**src/rtl/booth_product_accumulator_pkg.sv**
```systemverilog
// Shared definitions for the Booth product accumulator and its operand controller.
// State encodings are visible on the op port, so both sides must agree on them.
package booth_product_accumulator_pkg;

    typedef enum logic [1:0] {
        IDLE        = 2'b00,
        CALCULATING = 2'b01,
        DONE        = 2'b10
    } boothState_t;

    localparam int DEFAULT_STEPS = 32;
    localparam int PRODUCT_WIDTH = 128;

    // Room for every count value 0..steps.
    function automatic int stepCountWidth(input int steps);
        return (steps < 1) ? 1 : $clog2(steps + 1);
    endfunction

endpackage

```
**src/rtl/booth_step_counter.sv**
```systemverilog
// Counts accumulation steps of one multiply; last flags the final step.
// The count parks on the final value until the next clear.
module booth_step_counter
    import booth_product_accumulator_pkg::*;
#(
    parameter int STEPS = DEFAULT_STEPS
) (
    input  logic clk,
    input  logic reset,
    input  logic clear,
    input  logic enable,
    output logic last
);

    localparam int CW = stepCountWidth(STEPS);

    logic [CW-1:0] stepCount;

    always_ff @(posedge clk) begin
        if (reset || clear) begin
            stepCount <= '0;
        end else if (enable && !last) begin
            stepCount <= stepCount + CW'(1);
        end
    end

    assign last = (stepCount == CW'(STEPS - 1));

endmodule

```
**src/rtl/booth_product_accumulator.sv**
```systemverilog
// Radix-4 Booth accumulator: shifts the running product right by one digit and
// adds the controller's pre-aligned partial product, once per step.
//
// state       | meaning
// IDLE        | waiting for start; product holds the last result
// CALCULATING | one shift-add per cycle, STEPS cycles
// DONE        | result valid and held until start drops
module booth_product_accumulator
    import booth_product_accumulator_pkg::*;
#(
    parameter int STEPS = DEFAULT_STEPS
) (
    input  logic                     clk,
    input  logic                     reset,
    input  logic                     start,
    input  logic [PRODUCT_WIDTH-1:0] shiftedMultiplicand,
    output logic [1:0]               op,
    output logic [PRODUCT_WIDTH-1:0] product,
    output logic                     busy,
    output logic                     done
);

    boothState_t state;
    boothState_t nextState;
    logic        clearSteps;
    logic        stepLast;

    // Kept as a separate signed net so the shift stays arithmetic regardless of
    // the signedness of the addend.
    logic signed [PRODUCT_WIDTH-1:0] productShifted;

    always_ff @(posedge clk) begin
        if (reset) begin
            state <= IDLE;
        end else begin
            state <= nextState;
        end
    end

    always_comb begin
        nextState  = state;
        clearSteps = 1'b0;
        case (state)
            IDLE: begin
                if (start) begin
                    nextState  = CALCULATING;
                    clearSteps = 1'b1;
                end
            end
            CALCULATING: begin
                if (stepLast) begin
                    nextState = DONE;
                end
            end
            DONE: begin
                if (!start) begin
                    nextState = IDLE;
                end
            end
            default: nextState = IDLE;
        endcase
    end

    booth_step_counter #(
        .STEPS(STEPS)
    ) stepCounter (
        .clk   (clk),
        .reset (reset),
        .clear (clearSteps),
        .enable(state == CALCULATING),
        .last  (stepLast)
    );

    assign productShifted = $signed(product) >>> 2;

    always_ff @(posedge clk) begin
        if (reset) begin
            product <= '0;
        end else if (state == IDLE && start) begin
            product <= '0;
        end else if (state == CALCULATING) begin
            product <= productShifted + shiftedMultiplicand;
        end
    end

    assign op   = state;
    assign busy = (state == CALCULATING);
    assign done = (state == DONE);

endmodule
```
**config.mk**
```make
export PLATFORM = sky130hd
export DESIGN_NAME = booth_product_accumulator
export DESIGN_NICKNAME = d
export VERILOG_FILES = /design/src/rtl/booth_product_accumulator_pkg.sv /design/src/rtl/booth_step_counter.sv /design/src/rtl/booth_product_accumulator.sv
export SDC_FILE = /design/constraint.sdc
export NUM_CORES = 1
export LEC_CHECK = 0
export ABC_AREA = 1
export CORE_MARGIN = 1
export CORE_UTILIZATION = 40
export CTS_CLUSTER_SIZE = 14
export DETAILED_ROUTE_END_ITERATION = 8
export SLEW_MARGIN = 15
export SYNTH_ARGS = -nofsm -noshare
export SYNTH_HDL_FRONTEND = slang
export SYNTH_SLANG_ARGS = --single-unit
```
**constraint.sdc**
```tcl
create_clock -name clk -period 7.75 [get_ports clk]
set_input_delay 2.325 -clock clk [delete_from_list [all_inputs] [get_ports clk]]
set_output_delay 2.325 -clock clk [all_outputs]
set_load 0.01 [all_outputs]
```
After elaboration in Yosys (flattened, before gate mapping). Index checks and enable logic that the tools add are counted.

Register bits: 136. Bits of input ports: 131. Output and inout bits: 132. Word-level logic and storage cells: 24.

Add/subtract/negate cells: 2. Equal/unequal tests: 6. Muxes and demuxes: 6. Reductions and logical operators: 7.

Operator list (number): adder 128 bit (1); adder 6 x 1 -> 6 bit, second input constant (1); == test 6 x 5 -> 1 bit, second input constant (1); two-way mux 2 bit (3); != test 2 bit, second input constant (3); case mux 2 bit (3 select lines) (1); AND reduction 3 bit (1); == test 2 x 1 -> 1 bit, second input constant (1); == test 2 bit, second input constant (1); logical AND 1 bit (2); zero test 2 bit (1); two-way mux 1 bit (2); OR reduction 2 bit (1); zero test 1 bit (1); logical OR 1 bit (1).

Logic depth before layout (Yosys ltp).
Depth in word-level cells: 3. Mapped depth: 19. Depth with buffers taken out: 19.

By module. From an unflattened synthesis, not the netlist that was laid out.

Cell total of the unflattened synthesis: 3898. Area total of the unflattened synthesis: 19230.9 um^2.

Modules (own cells, without submodules): booth_product_accumulator (instances 1, cells each 3849, area an instance 18880.6 um^2, sequential area each 2602.5 um^2); booth_step_counter (instances 1, cells each 49, area an instance 350.3 um^2, sequential area each 120.1 um^2).

Worst setup path after synthesis. Ideal clock, no wire load.

Kind: input -> register. From: in shiftedMultiplicand[0]. To: reg product[80]. Library setup time: 0.113 ns. Arrival: 4.008 ns. Required time: 7.637 ns. Slack: 3.629 ns. Stages: 16. Path buffers: 0. Path through: ha_1 -> fa_1 -> nand3_1 -> nand3_1 -> nand2_1 -> nand2_1 -> nand2_1 -> nand2_1 -> nand2_1 -> nand3_2 -> nand2_1 -> nand2_1 -> nand2_1 -> nand2_1 -> o21ai_1 -> inv_1.

Word-level cells in the longest chain between the ends: 1.

Ends and longest elaborated chain: start, declared (RTL line booth_product_accumulator.sv:16) `input logic [PRODUCT_WIDTH-1:0] shiftedMultiplicand,`; adder 128 bit (RTL line booth_product_accumulator.sv:82) `product <= productShifted + shiftedMultiplicand;`; end signal, assigned (RTL line booth_product_accumulator.sv:82); end, declared (RTL line booth_product_accumulator.sv:18) `output logic [PRODUCT_WIDTH-1:0] product,`.

Every way passes these cells. A chain may end at the register's enable or synchronous reset.

Worst setup path in the final report.
From: in shiftedMultiplicand[19]. To: reg product[101].

Same word-level chain as after synthesis.

==> results.yml <==
synth:
  synthFlopType: "dfxtp_1"
  synth_top_area_share_pct: 30.29
  netlist_area_mm2: 0.01907
  yosysMostFrequentCell: "nand2_1"
  async_flop_share_pct: 0
  ys_seq_area_share_pct: 14.28
  syn_area_per_cell_um2: 4.924
  synth_edf_count: 0
  synthesis.nets: 4133
  ys_ff_latch: 136
  ys_top_cells_by_count: "1539 x nand2_1, 977 x inv_1, 516 x nor2_1"
  netlist_top_cells_area: "nand2_1 30%, inv_1 19%, dfxtp_1 14%"
  yosys_warnings: 0
  syn_inst: 3873
  synth.largest_area_cell: "nand2_1"
  ys_types: 29
cells_and_area:
  diodes: 0
  nFillCells: 5439
  area_growth_pct: 20.42
  final_cells: 4737
  drive_gt1_share_pct: 2.809
  final_nets: 4377
floorplanning:
  num_rows: 79
  start_util_pct: 40.79
  io-pin-count: 263
  die_height_um: 220.3
  die_area_mm2: 0.04855
  die_w_um: 220.3
  coreArea_mm2: 0.04675
power:
  max-vdd-ir-drop_mv: 0.1515
  cellPowerDensity_mw_per_mm2: 128.4
  p_total_mw: 2.947
  leakage_nw: 14.19
setup_path:
  critPathArrivalTime_ps: 5280
  cp-end-kind: "register"
  crit_type: "in -> reg"
  startpoint_type: "input port"
  required_ps: 8170
  critPathMaxFanout: 4
place:
  globalplace.congestion: 1.086
  portBuffers: 262
  hpwl_um: 74050
  placedCellCount: 4705
  dp_slack_ps: 2435
routing:
  drc: 13
  vias: 22710
  wl_per_cell_um: 18.25
  detail-route-antenna-nets: 0
  firstDrtPassIters: 9
  wl_um: 86470
  viasPerCell: 4.794
  drt_iter0_markers: 2167
cts:
  post_cts_buffers: 0
  ctsHtreeMaxLevel: 4
  clk_pin_slew_worst_paths_ps: 70
  insertion_delay_ps: 510
  cts.sinks: 136
  clockBufferDepth: 2
  cts_resized: 0
  cts_root_buffer: "clkbuf_16"
  cts_tree: "built"
  holdBufCountCts: 0
  cts_made_buffers: 17
timing:
  fin_ws_ps: 2883
  fin_crit_sh_pct: 62.80
  fin_skew_ps: 17.17
  rsz0062_at_grt: "false"
  slew_violations: 0
  period_needed_ps: 4867
  final.setup.tns_ps: 0
  finalHoldViolations: 0
  fmax_mhz: 205.5
  worst_slew_pin_slew_ps: 810.8
  setup_viol: 0
  max-slew-margin-rel_pct: 45.95
global_route:
  grt.overflow.total: 0
  grt_pass1_wl_um: 126100
  grt_pass1_vias: 20940
  grt_max_degree: 135
  antenna_found_initial: 0
  track_usage_pct: 35.54
run_status:
  status: "complete, but fails checks"
  failed_checks: "design-rule violations"
min_path:
  holdCritPathClass: "reg -> reg"
run:
  maxCapViolations: 0
where the power goes:
group          switching [mW]  internal [mW]
Combinational           0.814          0.424
Sequential             0.0509          0.744
Clock                   0.415          0.500
layout make-up:
type | count | area, µm² | area share [%]
clock buffer | 19 | 452.9 | 1.972
clock inverter | 13 | 157.7 | 0.6865
inverter | 990 | 3721 | 16.20
multi-input combinational | 2705 | 12480 | 54.33
sequential | 136 | 2723 | 11.86
tap | 607 | 759.5 | 3.307
timing repair buffer | 267 | 2673 | 11.64
per-stage QoR:
stage | hold WS (ps) | area (µm²) | utilization [%]
3_3_place_gp | 456.5 | 22350 | 47.81
6_report | 476.7 | 22960 | 49.12
5_1_grt | 512.5 | 22960 | 49.12
3_5_place_dp | 467.0 | 22350 | 47.81
4_1_cts | 479.1 | 22960 | 49.12
2_1_floorplan | 444.5 | 19070 | -
registers in the layout (all words and copies together), names as in the netlist:
name and count:
product 128, op 2, stepCounter.stepCount 6
kinds of logic after synthesis:
family,synth area share [%]
simple gates,48.43
buf+inv,20.32
compound gates,5.577
flops,14.28
fa+ha+maj,8.503
xor+xnor,2.894
cell usage in the layout (no fill, tap or decap), types with 2 or more instances in the layout:
cell,synthesis,layout
nor3_2,11,11
a21oi_1,98,98
o21ai_0,74,74
bufinv_16,0,2
xnor2_1,10,10
inv_6,0,8
nor3_4,6,6
o21ai_1,12,12
clkinv_4,0,2
clkbuf_16,0,17
clkbuf_8,0,2
nor3_1,34,34
nand3_2,10,10
nand2_2,16,16
nand2_1,1539,1539
xor2_1,53,53
buf_4,0,4
nand3_1,137,137
nor2_2,22,21
nor2_1,516,516
o211ai_1,8,8
inv_1,977,976
o21bai_1,7,7
dfxtp_1,136,136
ha_1,128,128
inv_2,13,13
a21o_1,2,2
nand4_1,18,18
clkdlybuf4s50_1,0,262
final timing paths:
path,startpoint,cells past startpoint,slack (ps),endpoint
min reg2reg,stepCounter.stepCount[5],2,480,stepCounter.stepCount[5]
max reg2reg,product[42],14,4790,product[107]
min,stepCounter.stepCount[5],2,480,stepCounter.stepCount[5]
max,shiftedMultiplicand[19],15,2880,product[101]
per-layer routing:
metal,wire length [µm],global-route usage (%),up-vias
li1,-,-,11750
met1,39140,47.54,9983
met2,37910,56.96,831
met3,6409,6.213,141
met4,3007,12.60,0
met5,0,0,-
critical path, cell delays in order:
cell and delay [ps]:
clkdlybuf4s50_1 420, ha_1 380, nand2_1 120, nor2_1 240, nand2_1 230, nor2_1 140, nand2_1 140, nand3_1 280
nand2_1 90, nand2_1 300, nand2_1 140, nand4_1 100, nand3_1 190, nand2_1 130, inv_1 40
Note: power is estimated with default switching activity, not from simulation.
==> RTL edit (same settings) <==
Change the package constant `DEFAULT_STEPS` from 32 to 64.
--- a/src/rtl/booth_product_accumulator_pkg.sv
+++ b/src/rtl/booth_product_accumulator_pkg.sv
@@ -8,7 +8,7 @@
         DONE        = 2'b10
     } boothState_t;
 
-    localparam int DEFAULT_STEPS = 32;
+    localparam int DEFAULT_STEPS = 64;
     localparam int PRODUCT_WIDTH = 128;
 
     // Room for every count value 0..steps.
Behaviour: no difference found for any inputs over 4 cycles, from zero or initial values and one cycle with reset high; that may be too few to reach the edited logic, so the function may still have changed.
==> RTL edit against the original RTL <==
  * Wire length grew 0.31%
  * Critical path depth shrank 2
  * Register-to-register slack lost 0.26 ns
  * Worst setup slack lost 0.28 ns
  * Die area grew 1.3%
  * Sequential power grew 0.5%
  * Count of clock-buffer cells in the layout shrank 1
  * Power grew 0.28%
  * Final area grew 1.1%
  * Area after synthesis grew 1.3%
  * Sequential cell count grew 1
  * Critical path type unchanged
  * Worst hold slack lost 0.012 ns
==> RTL edit: results (changes against the original RTL) <==
----------------------------------------------------
[Worst setup path]
  Critical path's largest stage delay ... 0.57 ns (+0.15 ns)
  Worst Reg-to-Reg Cells ... 12 (-2)
  Master of the slowest instance on the critical path ... nor2_1
  Reg-to-Reg Start ... product[65]
  Arrival time of data at the critical path endpoint ... 5.56 ns (+0.28 ns)
  Register-to-register setup slack ... 4.53 ns (-0.26 ns)

[Placed design]
  Placer Congestion ... 1.063 (-2.1%)
  HPWL Detailed ... 73950 um (-0.13%)
  Pre-CTS setup slack ... 2.175 ns (-0.2602 ns)

[Route]
  Uppermost routed layer ... met5
  Wire length on met2 ... 40200 um (+6.1%)
  Final Routed Wirelength ... 86730 um (+0.31%)
  Wire length the detailed router placed on met1 ... 36740 um (-6.1%)
  Number of design-rule violations left by the first detailed-router iteration ... 1777 (-18%)
  Met3 wire length ... 5096 um (-20%)
  Vias after detailed routing ... 22740 (+0.14%)
  Detailed-router iteration count before antenna repair ... 8 (-1)

[Layout]
  Number of fillers in the final layout ... 5523 (+1.5%)
  Share of cells above drive strength 1 ... 4.225% (+1.4 points)
  Net count, final ... 4390 (+0.30%)

[Timing]
  Final clock skew ... 0.01746 ns (+0.0002954 ns)
  Actual transition at the worst max-transition pin ... 0.9262 ns (+0.1154 ns)
  Worst-case hold slack ... 0.4650 ns (-0.01173 ns)

[Clock network]
  Postcts setup bufs ... 0 (unchanged)

[Pwr]
  Maximum VDD drop ... 0.0001442 V (-4.8%)
  Static leakage ... 14.26 nW (+0.50%)

[Global route]
  Total Routing Usage GR ... 35.34% (-0.20 points)
  Antenna violations before repair ... 1 (+1)
  Met2 global-route usage ... 60.02% (+3.1 points)
  Global-route wire length before repair ... 129300 um (+2.5%)
  Number of global-route vias before repair ... 21360 (+2.0%)
  Fraction of met1 tracks used by global routing ... 42.91% (-4.6 points)
  Maximum number of pins on one net before global-route repair ... 73 (-46%)

[Yosys]
  Mapped Nets ... 4144 (+0.27%)
  Count of different cell masters after synthesis ... 32 (+10%)
  Post-synthesis sequential area ratio ... 14.20% (-0.082 points)
  Top cells by area in the synthesized netlist ... nand2_1, inv_1, dfxtp_1
  Commonest cells in the netlist ... nand2_1, inv_1, nor2_1, dfxtp_1, nand3_1

[Status]
  Status ... finished, final reports clean

[Min path]
  Hold Crit Endpoint ... product[0]

----------------------------------------------------
RTL edit: changes by cell type in the layout (fill, tap and decap cells not counted), moves of 9 or more:
| cell | before | now |
|---|---|---|
| nand2_1 | 1539 | 1514 |
| nand2_2 | 16 | 27 |
| nor3_2 | 11 | 20 |
| nor2_2 | 21 | 39 |
| inv_2 | 13 | 24 |
| nor3_1 | 34 | 24 |
RTL edit: kinds of logic (layout without fill, tap and decap cells):
logic type,Yosys count,in the layout,synth area share [%]
simple gates,2324,2324,49.15
fa+ha+maj,129,129,8.393
buf+inv,1034,1292,20.11
flops,137,137,14.20
compound gates,197,197,5.297
xor+xnor,63,63,2.856
RTL edit: worst max path at each step:
stage / from / end / slack (ns) / depth (start not counted)
after floorplan: shiftedMultiplicand[0] / product[80] / 3.63 / 16
after global placement: shiftedMultiplicand[63] / product[97] / 2.07 / 13
after CTS: shiftedMultiplicand[63] / product[97] / 2.70 / 13
final: shiftedMultiplicand[63] / product[97] / 2.60 / 13
after global routing: shiftedMultiplicand[63] / product[97] / 2.41 / 13
after detailed placement: shiftedMultiplicand[63] / product[97] / 2.17 / 13
RTL edit: per-stage QoR:
step,area (um^2),std cells,power (mW),util (%)
floorplan,19320,3884,1.534,-
finish,23220,4757,2.956,48.74
global placement,22610,4726,2.030,47.46
CTS,23220,4757,2.957,48.74
global route,23220,4757,3.120,48.74
detailed placement,22610,4726,2.026,47.46
RTL edit: cell type report:
cell class / instances / share of cell area (%)
multi-input cells: 2713 / 54.72
flip-flops and latches: 137 / 11.81
well taps: 615 / 3.314
clock buffers: 18 / 1.891
inverters: 993 / 16.05
repair buffers: 268 / 11.49
clock inverters: 13 / 0.7274
RTL edit: where the power goes:
part | internal [mW] | switching [mW]
registers | 0.748 | 0.0495
clock network | 0.515 | 0.410
logic | 0.424 | 0.809
